==> config.mk <==
export PLATFORM = sky130hd
export DESIGN_NAME = trap_sequencer_flat
export DESIGN_NICKNAME = d
export VERILOG_FILES = /design/src/rtl/trap_sequencer_if.sv /design/src/rtl/trap_sequencer.sv /design/src/flat_wrapper.sv
export SDC_FILE = /design/constraint.sdc
export NUM_CORES = 1
export LEC_CHECK = 0
export ABC_CLOCK_PERIOD_IN_PS = 1600
export CORE_MARGIN = 1
export CORE_UTILIZATION = 31
export CTS_CLUSTER_SIZE = 25
export DETAILED_ROUTE_END_ITERATION = 10
export GPL_TIMING_DRIVEN = 0
export PLACE_DENSITY = 0.8
export RECOVER_POWER = 25
export SYNTH_ARGS = -nofsm -noshare
export SYNTH_HDL_FRONTEND = slang
export SYNTH_SLANG_ARGS = --single-unit
export TNS_END_PERCENT = 100
==> constraint.sdc <==
create_clock -name clk -period 1.6 [get_ports clk]
set_clock_uncertainty 0.05 [all_clocks]
set_input_delay 0.32 -clock clk [delete_from_list [all_inputs] [get_ports clk]]
set_output_delay 0.32 -clock clk [all_outputs]
set_load 0.02 [all_outputs]
==> src/rtl/trap_sequencer_if.sv <==
// CSR write port driven by the trap sequencer towards the CSR file.
interface trap_sequencer_if #(
  parameter int XLEN = 32
);
  logic            csr_we;
  logic [11:0]     csr_addr;
  logic [XLEN-1:0] csr_wdata;

  modport master (output csr_we, output csr_addr, output csr_wdata);
  modport slave  (input  csr_we, input  csr_addr, input  csr_wdata);
endinterface

==> src/rtl/trap_sequencer.sv <==
// Machine-mode trap/return sequencer: writes mepc/mcause/mstatus, then redirects fetch.
// Optional: define VECTORED_TRAP_EN to honour vectored mtvec mode for interrupts.
module trap_sequencer #(
  parameter int          XLEN         = 32,
  parameter logic [11:0] MEPC_ADDR    = 12'h341,
  parameter logic [11:0] MCAUSE_ADDR  = 12'h342,
  parameter logic [11:0] MSTATUS_ADDR = 12'h300
) (
  input  logic             clk,
  input  logic             reset,
  input  logic             instr_valid_e,
  input  logic             illegal_e,
  input  logic             ecall_e,
  input  logic             mret_e,
  input  logic             ext_irq,
  input  logic             timer_irq,
  input  logic [XLEN-1:0]  pc_e,
  input  logic [XLEN-1:0]  mstatus_i,
  input  logic [XLEN-1:0]  mie_i,
  input  logic [XLEN-1:0]  mtvec_i,
  input  logic [XLEN-1:0]  mepc_i,
  trap_sequencer_if.master csr,
  output logic             flush_o,
  output logic             stall_o,
  output logic             redirect_o,
  output logic [XLEN-1:0]  redirect_pc_o,
  output logic             busy
);

  typedef enum logic [2:0] {
    IDLE,
    S_EPC,
    S_CAUSE,
    S_STATUS,
    S_TVEC,
    R_STATUS,
    R_EPC
  } state_t;

  localparam logic [XLEN-1:0] CAUSE_ILLEGAL = XLEN'(2);
  localparam logic [XLEN-1:0] CAUSE_ECALL   = XLEN'(11);
  localparam logic [XLEN-1:0] CAUSE_EXT     = {1'b1, {(XLEN-5){1'b0}}, 4'hB};
  localparam logic [XLEN-1:0] CAUSE_TIMER   = {1'b1, {(XLEN-5){1'b0}}, 4'h7};

  state_t          state_reg;
  logic [XLEN-1:0] epc_reg;
  logic [XLEN-1:0] cause_reg;
  logic            we_reg;
  logic [11:0]     addr_reg;
  logic [XLEN-1:0] wdata_reg;
  logic            stall_reg;
  logic            flush_reg;
  logic            redirect_reg;
  logic [XLEN-1:0] redirect_pc_reg;

  logic            ext_en;
  logic            timer_en;
  logic            accept;
  logic [XLEN-1:0] cause_next;
  logic [XLEN-1:0] trap_status;
  logic [XLEN-1:0] ret_status;
  logic [XLEN-1:0] tvec_base;
  logic [XLEN-1:0] tvec_target;
  logic            unused_bits;

  assign ext_en   = ext_irq   & mstatus_i[3] & mie_i[11];
  assign timer_en = timer_irq & mstatus_i[3] & mie_i[7];
  assign accept   = !reset && (state_reg == IDLE) && instr_valid_e &&
                    (illegal_e | ecall_e | mret_e | ext_en | timer_en);

  always_comb begin
    cause_next = CAUSE_TIMER;
    if (illegal_e)    cause_next = CAUSE_ILLEGAL;
    else if (ecall_e) cause_next = CAUSE_ECALL;
    else if (ext_en)  cause_next = CAUSE_EXT;
  end

  // Trap entry: MPIE <- MIE, MIE <- 0, MPP <- M. Return: MIE <- MPIE, MPIE <- 1.
  always_comb begin
    trap_status        = mstatus_i;
    trap_status[7]     = mstatus_i[3];
    trap_status[3]     = 1'b0;
    trap_status[12:11] = 2'b11;
    ret_status         = mstatus_i;
    ret_status[3]      = mstatus_i[7];
    ret_status[7]      = 1'b1;
    ret_status[12:11]  = 2'b11;
  end

  assign tvec_base = {mtvec_i[XLEN-1:2], 2'b00};

`ifdef VECTORED_TRAP_EN
  logic [XLEN-1:0] vec_offset;
  assign vec_offset  = {{(XLEN-7){1'b0}}, cause_reg[4:0], 2'b00};
  assign tvec_target = ((mtvec_i[1:0] == 2'b01) && cause_reg[XLEN-1]) ?
                       (tvec_base + vec_offset) : tvec_base;
`else
  assign tvec_target = tvec_base;
`endif

  assign unused_bits = ^{mie_i[XLEN-1:12], mie_i[10:8], mie_i[6:0],
                         mtvec_i[1:0], mepc_i[1:0]};

  always_ff @(posedge clk) begin
    if (reset) begin
      state_reg       <= IDLE;
      epc_reg         <= '0;
      cause_reg       <= '0;
      we_reg          <= 1'b0;
      addr_reg        <= '0;
      wdata_reg       <= '0;
      stall_reg       <= 1'b0;
      flush_reg       <= 1'b0;
      redirect_reg    <= 1'b0;
      redirect_pc_reg <= '0;
    end else begin
      we_reg          <= 1'b0;
      addr_reg        <= '0;
      wdata_reg       <= '0;
      stall_reg       <= 1'b0;
      flush_reg       <= 1'b0;
      redirect_reg    <= 1'b0;
      redirect_pc_reg <= '0;
      case (state_reg)
        IDLE: begin
          if (accept) begin
            epc_reg   <= pc_e;
            cause_reg <= cause_next;
            we_reg    <= 1'b1;
            stall_reg <= 1'b1;
            // mret only wins when no exception is flagged alongside it
            if (!illegal_e && !ecall_e && mret_e) begin
              state_reg <= R_STATUS;
              addr_reg  <= MSTATUS_ADDR;
              wdata_reg <= ret_status;
            end else begin
              state_reg <= S_EPC;
              addr_reg  <= MEPC_ADDR;
              wdata_reg <= pc_e;
            end
          end
        end
        S_EPC: begin
          state_reg <= S_CAUSE;
          we_reg    <= 1'b1;
          stall_reg <= 1'b1;
          addr_reg  <= MCAUSE_ADDR;
          wdata_reg <= cause_reg;
        end
        S_CAUSE: begin
          state_reg <= S_STATUS;
          we_reg    <= 1'b1;
          stall_reg <= 1'b1;
          addr_reg  <= MSTATUS_ADDR;
          wdata_reg <= trap_status;
        end
        S_STATUS: begin
          state_reg       <= S_TVEC;
          flush_reg       <= 1'b1;
          redirect_reg    <= 1'b1;
          redirect_pc_reg <= tvec_target;
        end
        R_STATUS: begin
          state_reg       <= R_EPC;
          flush_reg       <= 1'b1;
          redirect_reg    <= 1'b1;
          redirect_pc_reg <= {mepc_i[XLEN-1:2], 2'b00};
        end
        default: state_reg <= IDLE;
      endcase
    end
  end

  assign csr.csr_we    = we_reg;
  assign csr.csr_addr  = addr_reg;
  assign csr.csr_wdata = wdata_reg;
  assign flush_o       = flush_reg | accept;
  assign stall_o       = stall_reg;
  assign redirect_o    = redirect_reg;
  assign redirect_pc_o = redirect_pc_reg;
  assign busy          = (state_reg != IDLE);

endmodule

==> src/flat_wrapper.sv <==
// flat-port wrapper written by rule: the top's interface ports become plain ports
module trap_sequencer_flat 
#(
  parameter int          XLEN         = 32,
  parameter logic [11:0] MEPC_ADDR    = 12'h341,
  parameter logic [11:0] MCAUSE_ADDR  = 12'h342,
  parameter logic [11:0] MSTATUS_ADDR = 12'h300
)
  (clk, reset, instr_valid_e, illegal_e, ecall_e, mret_e, ext_irq, timer_irq, pc_e, mstatus_i, mie_i, mtvec_i, mepc_i, flush_o, stall_o, redirect_o, redirect_pc_o, busy, csr_csr_we, csr_csr_addr, csr_csr_wdata);
  trap_sequencer_if #(.XLEN(XLEN)) csr_i ();
  input  logic clk;
  input  logic reset;
  input  logic instr_valid_e;
  input  logic illegal_e;
  input  logic ecall_e;
  input  logic mret_e;
  input  logic ext_irq;
  input  logic timer_irq;
  input  logic [XLEN-1:0] pc_e;
  input  logic [XLEN-1:0] mstatus_i;
  input  logic [XLEN-1:0] mie_i;
  input  logic [XLEN-1:0] mtvec_i;
  input  logic [XLEN-1:0] mepc_i;
  output logic flush_o;
  output logic stall_o;
  output logic redirect_o;
  output logic [XLEN-1:0] redirect_pc_o;
  output logic busy;
  output wire logic [$bits(csr_i.csr_we)-1:0] csr_csr_we;
  output wire logic [$bits(csr_i.csr_addr)-1:0] csr_csr_addr;
  output wire logic [$bits(csr_i.csr_wdata)-1:0] csr_csr_wdata;
  assign csr_csr_we = csr_i.csr_we;
  assign csr_csr_addr = csr_i.csr_addr;
  assign csr_csr_wdata = csr_i.csr_wdata;
  trap_sequencer #(.XLEN(XLEN), .MEPC_ADDR(MEPC_ADDR), .MCAUSE_ADDR(MCAUSE_ADDR), .MSTATUS_ADDR(MSTATUS_ADDR)) u_core (.clk(clk), .reset(reset), .instr_valid_e(instr_valid_e), .illegal_e(illegal_e), .ecall_e(ecall_e), .mret_e(mret_e), .ext_irq(ext_irq), .timer_irq(timer_irq), .pc_e(pc_e), .mstatus_i(mstatus_i), .mie_i(mie_i), .mtvec_i(mtvec_i), .mepc_i(mepc_i), .csr(csr_i), .flush_o(flush_o), .stall_o(stall_o), .redirect_o(redirect_o), .redirect_pc_o(redirect_pc_o), .busy(busy));
endmodule
==> results of run 1 <==
==> layer usage <==
layer  up-vias  part of all wire
met5         -                 0
met4         0             0.016
met3        16             0.083
met2       165              0.52
met1      1356              0.38
li1       1433                 -
==> worst reg2reg max path, cell delays in order, from the launching register on <==
cell and delay, ns:
dfxtp_2 0.32, buf_6 0.11, nor2_4 0.08, clkbuf_1 0.20, nand3_1 0.23, nor2_4 0.28, buf_4 0.22, a22o_1 0.17
==> power breakdown <==
part	total, µW	internal, µW	switching (µW)
clock	1700	1020	680
combinational	982	554	428
sequential	1980	1960	28.0
total	4670	3530	1140
==> final cells by class <==
type,count,area [µm²]
Fill cell,752,3290
Timing Repair Buffer,223,2100
Sequential cell,75,1510
Multi-Input combinational cell,167,1240
Buffer,31,248
Tap cell,108,135
Clock buffer,9,124
Clock inverter,5,104
Inverter,5,18.8
==> stage by stage <==
| stage | instances | hold slack (ns) | setup slack [ns] |
|---|---|---|---|
| final | 623 | 0.307 | -0.227 |
| after detailed placement | 591 | 0.417 | -1.08 |
| after global routing | 623 | 0.313 | -0.269 |
| after floorplan | 280 | 0.358 | -0.0423 |
| after CTS | 617 | 0.294 | -0.226 |
| after global placement | 591 | 0.398 | -1.10 |
==> path summary, 6_finish.rpt <==
check / to / slack, ns / startpoint / cells after the start
max reg2reg: u_core.csr.csr_wdata[24] / -0.11 / u_core.state_reg[2] / 7
max: flush_o / -0.23 / instr_valid_e / 5
min reg2reg: u_core.cause_reg[0] / 0.43 / u_core.cause_reg[0] / 2
min: u_core.cause_reg[2] / 0.31 / ext_irq / 4
==> logic make-up after synthesis <==
group                     count (synthesis)  synth area share
xor gates and xnor gates                  1           0.00311
other                                     1           0.00133
AOI/OAI and AO/OA                        86             0.240
buffers and inverters                    38            0.0858
muxes                                     5            0.0178
and+or+nand+nor                          66             0.118
DFF                                      75             0.533
==> layout by cell type, fill, tap and decap left out, drive strengths merged, types with 4 or more instances in the layout <==
cell type and instances:
clkdlybuf4s50 122, dfxtp 75, dlygate4sd2 72, buf 45, nor2 42, a22oi 35, a22o 24, clkbuf 22
conb 9, a21oi 8, nand2 6, mux2i 5, inv 5, o21ai 4
==> timing repair <==
item                       4_1_cts  5_1_grt
resized for setup              131       30
pin swaps                        5       10
setup buffers                   13        5
setup endpoints to repair      135       58
gates cloned                     0        3
==> results.py, run 1 <==
metrics = {
    "routing": {
        "drc_errors": 0,
        "avgViaCountPerCell": 4.77,
        "ant_nets": 0,
        "drt_iter0_markers": 50,
        "wl_mm": 9.48,
        "drtPass1Iterations": 4,
        "vias": 2970,
        "wire_per_inst_um": 15.2,
    },
    "logic_synthesis": {
        "netlist_area_um2": 2820,
        "synth.top_cells.by_area": "dfxtp_1 53%, a22oi_1 9.3%, a22o_1 7.5%",
        "ys.flop_type": "dfxtp_1",
        "synthCells": 272,
        "synth-edff-count": 0,
        "yosysTopAreaCell": "dfxtp_1",
        "synth_top_area_frac": 0.533,
        "syn_area_per_cell_um2": 10.4,
        "synth_cell_types": 39,
        "yosysSeqAreaShare": 0.533,
        "yosysMostFrequentCell": "dfxtp_1",
        "synth_common_cells": "75 x dfxtp_1, 38 x nor2_1, 35 x a22oi_1, 24 x a22o_1, 14 x buf_4",
        "synthArstFlopShare": 0,
        "yosysWarningCount": 0,
        "ys_seq_elements": 75,
    },
    "critical_path": {
        "cp-end-kind": "primary output",
        "max_stage_delay_ns": 0.48,
        "crit_arrival_ns": 1.46,
        "critPathBufInv": 2,
        "cp-start-kind": "input pin",
        "cp.required_ns": 1.23,
        "critical_path_class": "in -> out",
        "crit_family": "buffers and inverters",
        "crit_slowest_cell": "clkdlybuf4s50_1",
        "crit_chain": "clkdlybuf4s50_1, and3_4, o31ai_4, or2b_1, buf_6",
        "critPathMaxFanout": 3,
    },
    "place": {
        "gp_congestion": 0.853,
        "dp_hpwl_mm": 7.13,
        "portBuffers": 203,
        "placed_area_um2": 5010,
    },
    "die": {
        "die_width_um": 97.3,
        "initial_core_util": 0.321,
        "ioPinCount": 249,
        "chipHeight_um": 97.3,
        "row_count": 34,
        "core_area_um2": 8760,
        "dieArea_um2": 9470,
    },
    "global_route": {
        "grt_use_met2": 0.349,
        "antenna_found_initial": 0,
        "grt_use_met3": 0.0619,
        "busiest_layer": "met2",
        "grt_max_degree": 13,
        "grt_pass1_vias": 2968,
        "met1_usage": 0.199,
        "grt-ovfl-total": 0,
        "grt_pass1_wl_mm": 14.2,
        "grt.total_usage": 0.188,
    },
    "pwr": {
        "leakage_uw": 0.00247,
        "peakVddDrop_v": 0.000440,
        "power_uw": 4670,
        "p_per_area_nw_per_um2": 852,
    },
    "finish": {
        "drive_gt1_frac": 0.214,
        "synthToLayoutAreaGrowth_pct": 94.5,
        "largest_reg_flops": 32,
        "utilization": 0.625,
        "num_antenna_cells": 0,
        "fin_nets": 680,
        "fin_area_um2": 5480,
    },
    "sta": {
        "post-route-period-util": 1.14,
        "setup_tns_ns": -2.53,
        "finalHoldViolCount": 0,
        "fin_crit_ns": 1.83,
        "worstMarginPinSlew_ns": 0.503,
        "relSlewSlack": 0.665,
        "rsz0062_at_grt": "yes",
        "setup_violations": 33,
        "fmax_mhz": 547,
        "slew_violations": 0,
        "postLayoutSetupSlackWorst_ns": -0.227,
    },
    "clock_network": {
        "clk_pin_slew_ns": 0.08,
        "clockBufferDepth": 2,
        "hold_buffers": 0,
        "cts_tree": "done",
        "cts_made_buffers": 9,
        "cts_htree_levels": 3,
        "clk_latency_ns": 0.33,
        "cts-root-buf": "clkbuf_8",
        "cts_sinks": 75,
    },
    "hold_path": {
        "hold_path.class": "in -> reg",
    },
    "outcome": {
        "violations": "negative setup slack",
        "status": "finished with violations",
    },
    "job": {
        "max_cap_violations": 0,
    },
}
Power figures use the tool's default switching activity.
==> run 2: changes to the inputs <==
--- a/config.mk
+++ b/config.mk
@@ -8,10 +8,10 @@
 export ABC_CLOCK_PERIOD_IN_PS = 1600
 export CORE_MARGIN = 1
 export CORE_UTILIZATION = 31
-export CTS_CLUSTER_SIZE = 25
+export CTS_CLUSTER_SIZE = 10
 export DETAILED_ROUTE_END_ITERATION = 10
 export GPL_TIMING_DRIVEN = 0
-export PLACE_DENSITY = 0.8
+export PLACE_DENSITY = 0.84
 export RECOVER_POWER = 25
 export SYNTH_ARGS = -nofsm -noshare
 export SYNTH_HDL_FRONTEND = slang
==> results.py, run 2 (same netlist as run 1, synthesis figures left out) <==
metrics = {
    "sta": {
        "fmax_mhz": 559,
        "fin_crit_ns": 1.79,
        "setup_violations": 24,
        "finalHoldViolCount": 0,
        "setup_tns_ns": -0.903,
        "slew_violations": 0,
        "rsz0062_at_grt": "yes",
        "postLayoutSetupSlackWorst_ns": -0.189,
        "post-route-period-util": 1.12,
    },
    "global_route": {
        "grt_pass1_vias": 3184,
        "antenna_found_initial": 0,
        "grt_max_degree": 14,
        "grt_pass1_wl_mm": 15.3,
        "grt-ovfl-total": 0,
        "grt.total_usage": 0.203,
    },
    "outcome": {
        "status": "finished with violations",
        "violations": "negative setup slack",
    },
    "place": {
        "placed_area_um2": 5010,
        "gp_congestion": 0.824,
        "dp_slack_ns": -1.13,
        "dp_hpwl_mm": 7.36,
        "portBuffers": 203,
    },
    "critical_path": {
        "cp-start-kind": "input pin",
        "critical_path_class": "in -> out",
        "crit_arrival_ns": 1.42,
        "critPathMaxFanout": 2,
        "crit_slowest_cell": "or2b_1",
        "max_stage_delay_ns": 0.27,
        "crit_family": "compound AO/OA/AOI/OAI gates",
        "crit_chain": "buf_2, a22oi_2, o21bai_4, o31ai_4, or2b_1, buf_6",
        "critPathBufInv": 2,
        "cp-end-kind": "primary output",
        "cp.required_ns": 1.23,
    },
    "die": {
        "row_count": 34,
        "die_width_um": 97.3,
        "chipHeight_um": 97.3,
        "core_area_um2": 8760,
        "initial_core_util": 0.321,
        "dieArea_um2": 9470,
        "ioPinCount": 249,
    },
    "pwr": {
        "leakage_uw": 0.00244,
        "power_uw": 4490,
        "p_per_area_nw_per_um2": 839,
        "peakVddDrop_v": 0.000440,
    },
    "clock_network": {
        "clk_pin_slew_ns": 0.08,
        "cts_made_buffers": 9,
        "cts_sinks": 75,
        "hold_buffers": 0,
        "clockBufferDepth": 2,
        "cts_tree": "done",
        "cts-root-buf": "clkbuf_8",
        "cts_htree_levels": 3,
        "clk_latency_ns": 0.33,
    },
    "finish": {
        "largest_reg_flops": 32,
        "synthToLayoutAreaGrowth_pct": 90.1,
        "most-common-layout-cells": "121 x clkdlybuf4s50_1, 72 x dlygate4sd2_1, 72 x dfxtp_1",
        "fin_area_um2": 5350,
        "final_common_cell": "clkdlybuf4s50_1",
        "num_antenna_cells": 0,
        "nFillCells": 769,
        "fin_nets": 678,
        "drive_gt1_frac": 0.184,
    },
    "routing": {
        "ant_nets": 0,
        "drc_errors": 0,
        "drtPass1Iterations": 4,
        "avgViaCountPerCell": 4.80,
        "drt_iter0_markers": 57,
        "wire_per_inst_um": 15.6,
        "wl_mm": 9.69,
        "vias": 2989,
    },
    "job": {
        "max_cap_violations": 0,
    },
    "hold_path": {
        "hold_path.class": "in -> reg",
    },
}
## run 2: cell count changes in the layout (fill, tap and decap cells not counted), sizes merged
cell	previous run	this run
clkinvlp	0	3
dlymetal6s2s	0	1
clkbuf	22	20
buf	45	47
bufinv	3	1
clkdlybuf4s50	122	121
clkinv	2	1
## run 2: cell type report
class,instances,area [µm²],area share
inverter,5,18.8,0.00351
clock inverter,5,61.3,0.0115
sequential,75,1510,0.283
multi-input combinational,167,1170,0.219
timing repair buffer,224,2100,0.393
tap,108,135,0.0252
clock buffer,11,151,0.0283
buffer,28,194,0.0362
## run 2: path summary, 6_finish.rpt
| check | from | end | slack, ns | depth (start not counted) |
|---|---|---|---|---|
| setup / recovery | mie_i[11] | flush_o | -0.19 | 6 |
| hold / removal | ext_irq | u_core.cause_reg[2] | 0.30 | 4 |
| setup reg to reg | u_core.state_reg[2] | u_core.csr.csr_wdata[27] | -0.05 | 7 |
| hold reg to reg | u_core.cause_reg[3] | u_core.csr.csr_wdata[3] | 0.43 | 1 |
## run 2: tightest hold or removal path, stage by stage
cell and delay [ns]:
buf_6 0.07, nand3_1 0.09, nand2_1 0.09, a211oi_1 0.07
## run 2: power breakdown
group	total, µW	internal [µW]	leakage [µW]	switching (µW)
Combinational	994	569	0.00173	425
Sequential	1980	1950	0.000612	30.7
Clock	1510	808	0.0000978	704
## run 2: what timing repair did
item | in CTS | in global routing
gates cloned | 2 | 0
resized for setup | 135 | 14
endpoints found under the setup margin | 138 | 51
setup buffers | 16 | 3
pin swaps | 10 | 5
## run 2: per-stage QoR
| stage | hold WS [ns] | instances | util |
|---|---|---|---|
| global placement | 0.395 | 591 | 0.572 |
| CTS | 0.275 | 623 | 0.609 |
| finish | 0.297 | 623 | 0.611 |
| floorplan | 0.358 | 280 | - |
| detailed placement | 0.410 | 591 | 0.572 |
| global route | 0.315 | 623 | 0.611 |
## run 2: layer usage
layer,part of all wire,up-vias,track usage
met5,0,-,0
met4,0.021,0,0.0792
met3,0.083,22,0.0604
met2,0.51,164,0.382
met1,0.38,1371,0.211
li1,-,1432,-
==> variant (config.mk and constraints of run 1) <==
`XLEN` is set to 32 in 3 places; all go to 24.
--- a/src/rtl/trap_sequencer_if.sv
+++ b/src/rtl/trap_sequencer_if.sv
@@ -2,3 +2,3 @@
 interface trap_sequencer_if #(
-  parameter int XLEN = 32
+  parameter int XLEN = 24
 );
--- a/src/rtl/trap_sequencer.sv
+++ b/src/rtl/trap_sequencer.sv
@@ -3,3 +3,3 @@
 module trap_sequencer #(
-  parameter int          XLEN         = 32,
+  parameter int          XLEN         = 24,
   parameter logic [11:0] MEPC_ADDR    = 12'h341,
--- a/src/flat_wrapper.sv
+++ b/src/flat_wrapper.sv
@@ -3,3 +3,3 @@
 #(
-  parameter int          XLEN         = 32,
+  parameter int          XLEN         = 24,
   parameter logic [11:0] MEPC_ADDR    = 12'h341,
Interface: changed (7 resized); port bits go from 249 to 193. No check against the original RTL was run, so the function may have changed too.
==> variant against run 1 <==
Design area fell by 21%; worst setup slack improved by 0.089 ns; total power fell by 19%; routed wire length fell by 22%; area after synthesis fell by 17%; critical path type unchanged; sequential cell count fell by 16; register-to-register slack improved by 0.18 ns; clock power fell by 19%; synthesized cell count fell by 18%; sequential power fell by 21%; via count fell by 20%; the flow still finishes with violations (setup timing).
==> variant: results (changes against run 1) <==
sequential-to-total area share from yosys stat 50.5% (-2.9 points); critical path's slowest cell a2111oi_4; count of cell types in the netlist 46 (+18%); CP peak stage delay 0.31 ns (-0.17 ns); wire per inst 14.5 µm (-5.0%); setup ws final -0.138 ns (+0.0890 ns); Detail Placement HPWL 5.49 mm (-23%); vias in the first global route 2,273 (-23%); routed vias 2,389 (-20%); VDD IR max 0.356 mV (-19%); clk slew on worst S/H paths 0.06 ns (-0.02 ns); GRT Total Usage 17.9% (-0.88 points); worst hold margin 0.292 ns (-0.0145 ns); failing checks setup timing; compound-gate portion of the synthesized area 24.3% (+0.23 points); first-pass GRT wire length 10.5 mm (-26%); max reg flops 24 (-25%); pin count of the biggest net entering global routing 11 (-2); Longest Clk Path Bufs 2 (unchanged); Seq group 1.57 mW (-21%); Cell Area, Placed 4060 µm² (-19%); Starting DRT DRC Count 56 (+12%); CP delay by family, top compound AO/OA/AOI/OAI gates; Switching Fraction 24.6% (+0.23 points); CP Launch Point ext_irq; Comb power 0.818 mW (-17%); leakage 2.00 nW (-19%); reg-to-reg endpoint u_core.cause_reg[0]; final wirelength 7.38 mm (-22%); Setup TNS -0.169 ns (+2.36 ns); IO buf count 155 (-24%); status finished with violations; cell count after synthesis 223 (-18%); worst hold path depth 3 (-1); Layout Nets 537 (-21%); CTS resizes 95 (-27%); Setup violations, final 2 (-94%); hold endpoint u_core.csr.csr_wdata[7]; Synth Area in XOR/XNOR 0.374% (+0.063 points)
==> variant: cell count changes after synthesis, moves of 4 or more <==
cell / change
a22oi_1: -9
nor2_1: -7
a22o_1: -8
buf_2: -6
dfxtp_1: -16
a21oi_1: -4
nor2b_1: +4
==> variant: final cells by class <==
class	count	area, µm²
Clock buffer	12	165
Fill cell	670	2950
Timing Repair Buffer	170	1590
Clock inverter	2	35.0
Tap cell	99	124
Multi-Input combinational cell	142	1050
Buffer	25	194
Sequential cell	59	1180
Inverter	2	7.51
==> variant: routing by layer <==
| layer | routed length, µm | GRT usage, % |
|---|---|---|
| met3 | 743 | 5.88 |
| met4 | 116 | 8.21 |
| met2 | 3660 | 31.6 |
| met5 | 0 | 0 |
| met1 | 2860 | 19.4 |
==> variant: worst min-delay path, delay by kind of cell <==
kind / cells / cell delay [ns]
simple gates: 1 / 0.10
buf+inv: 1 / 0.14
compound gates: 1 / 0.05
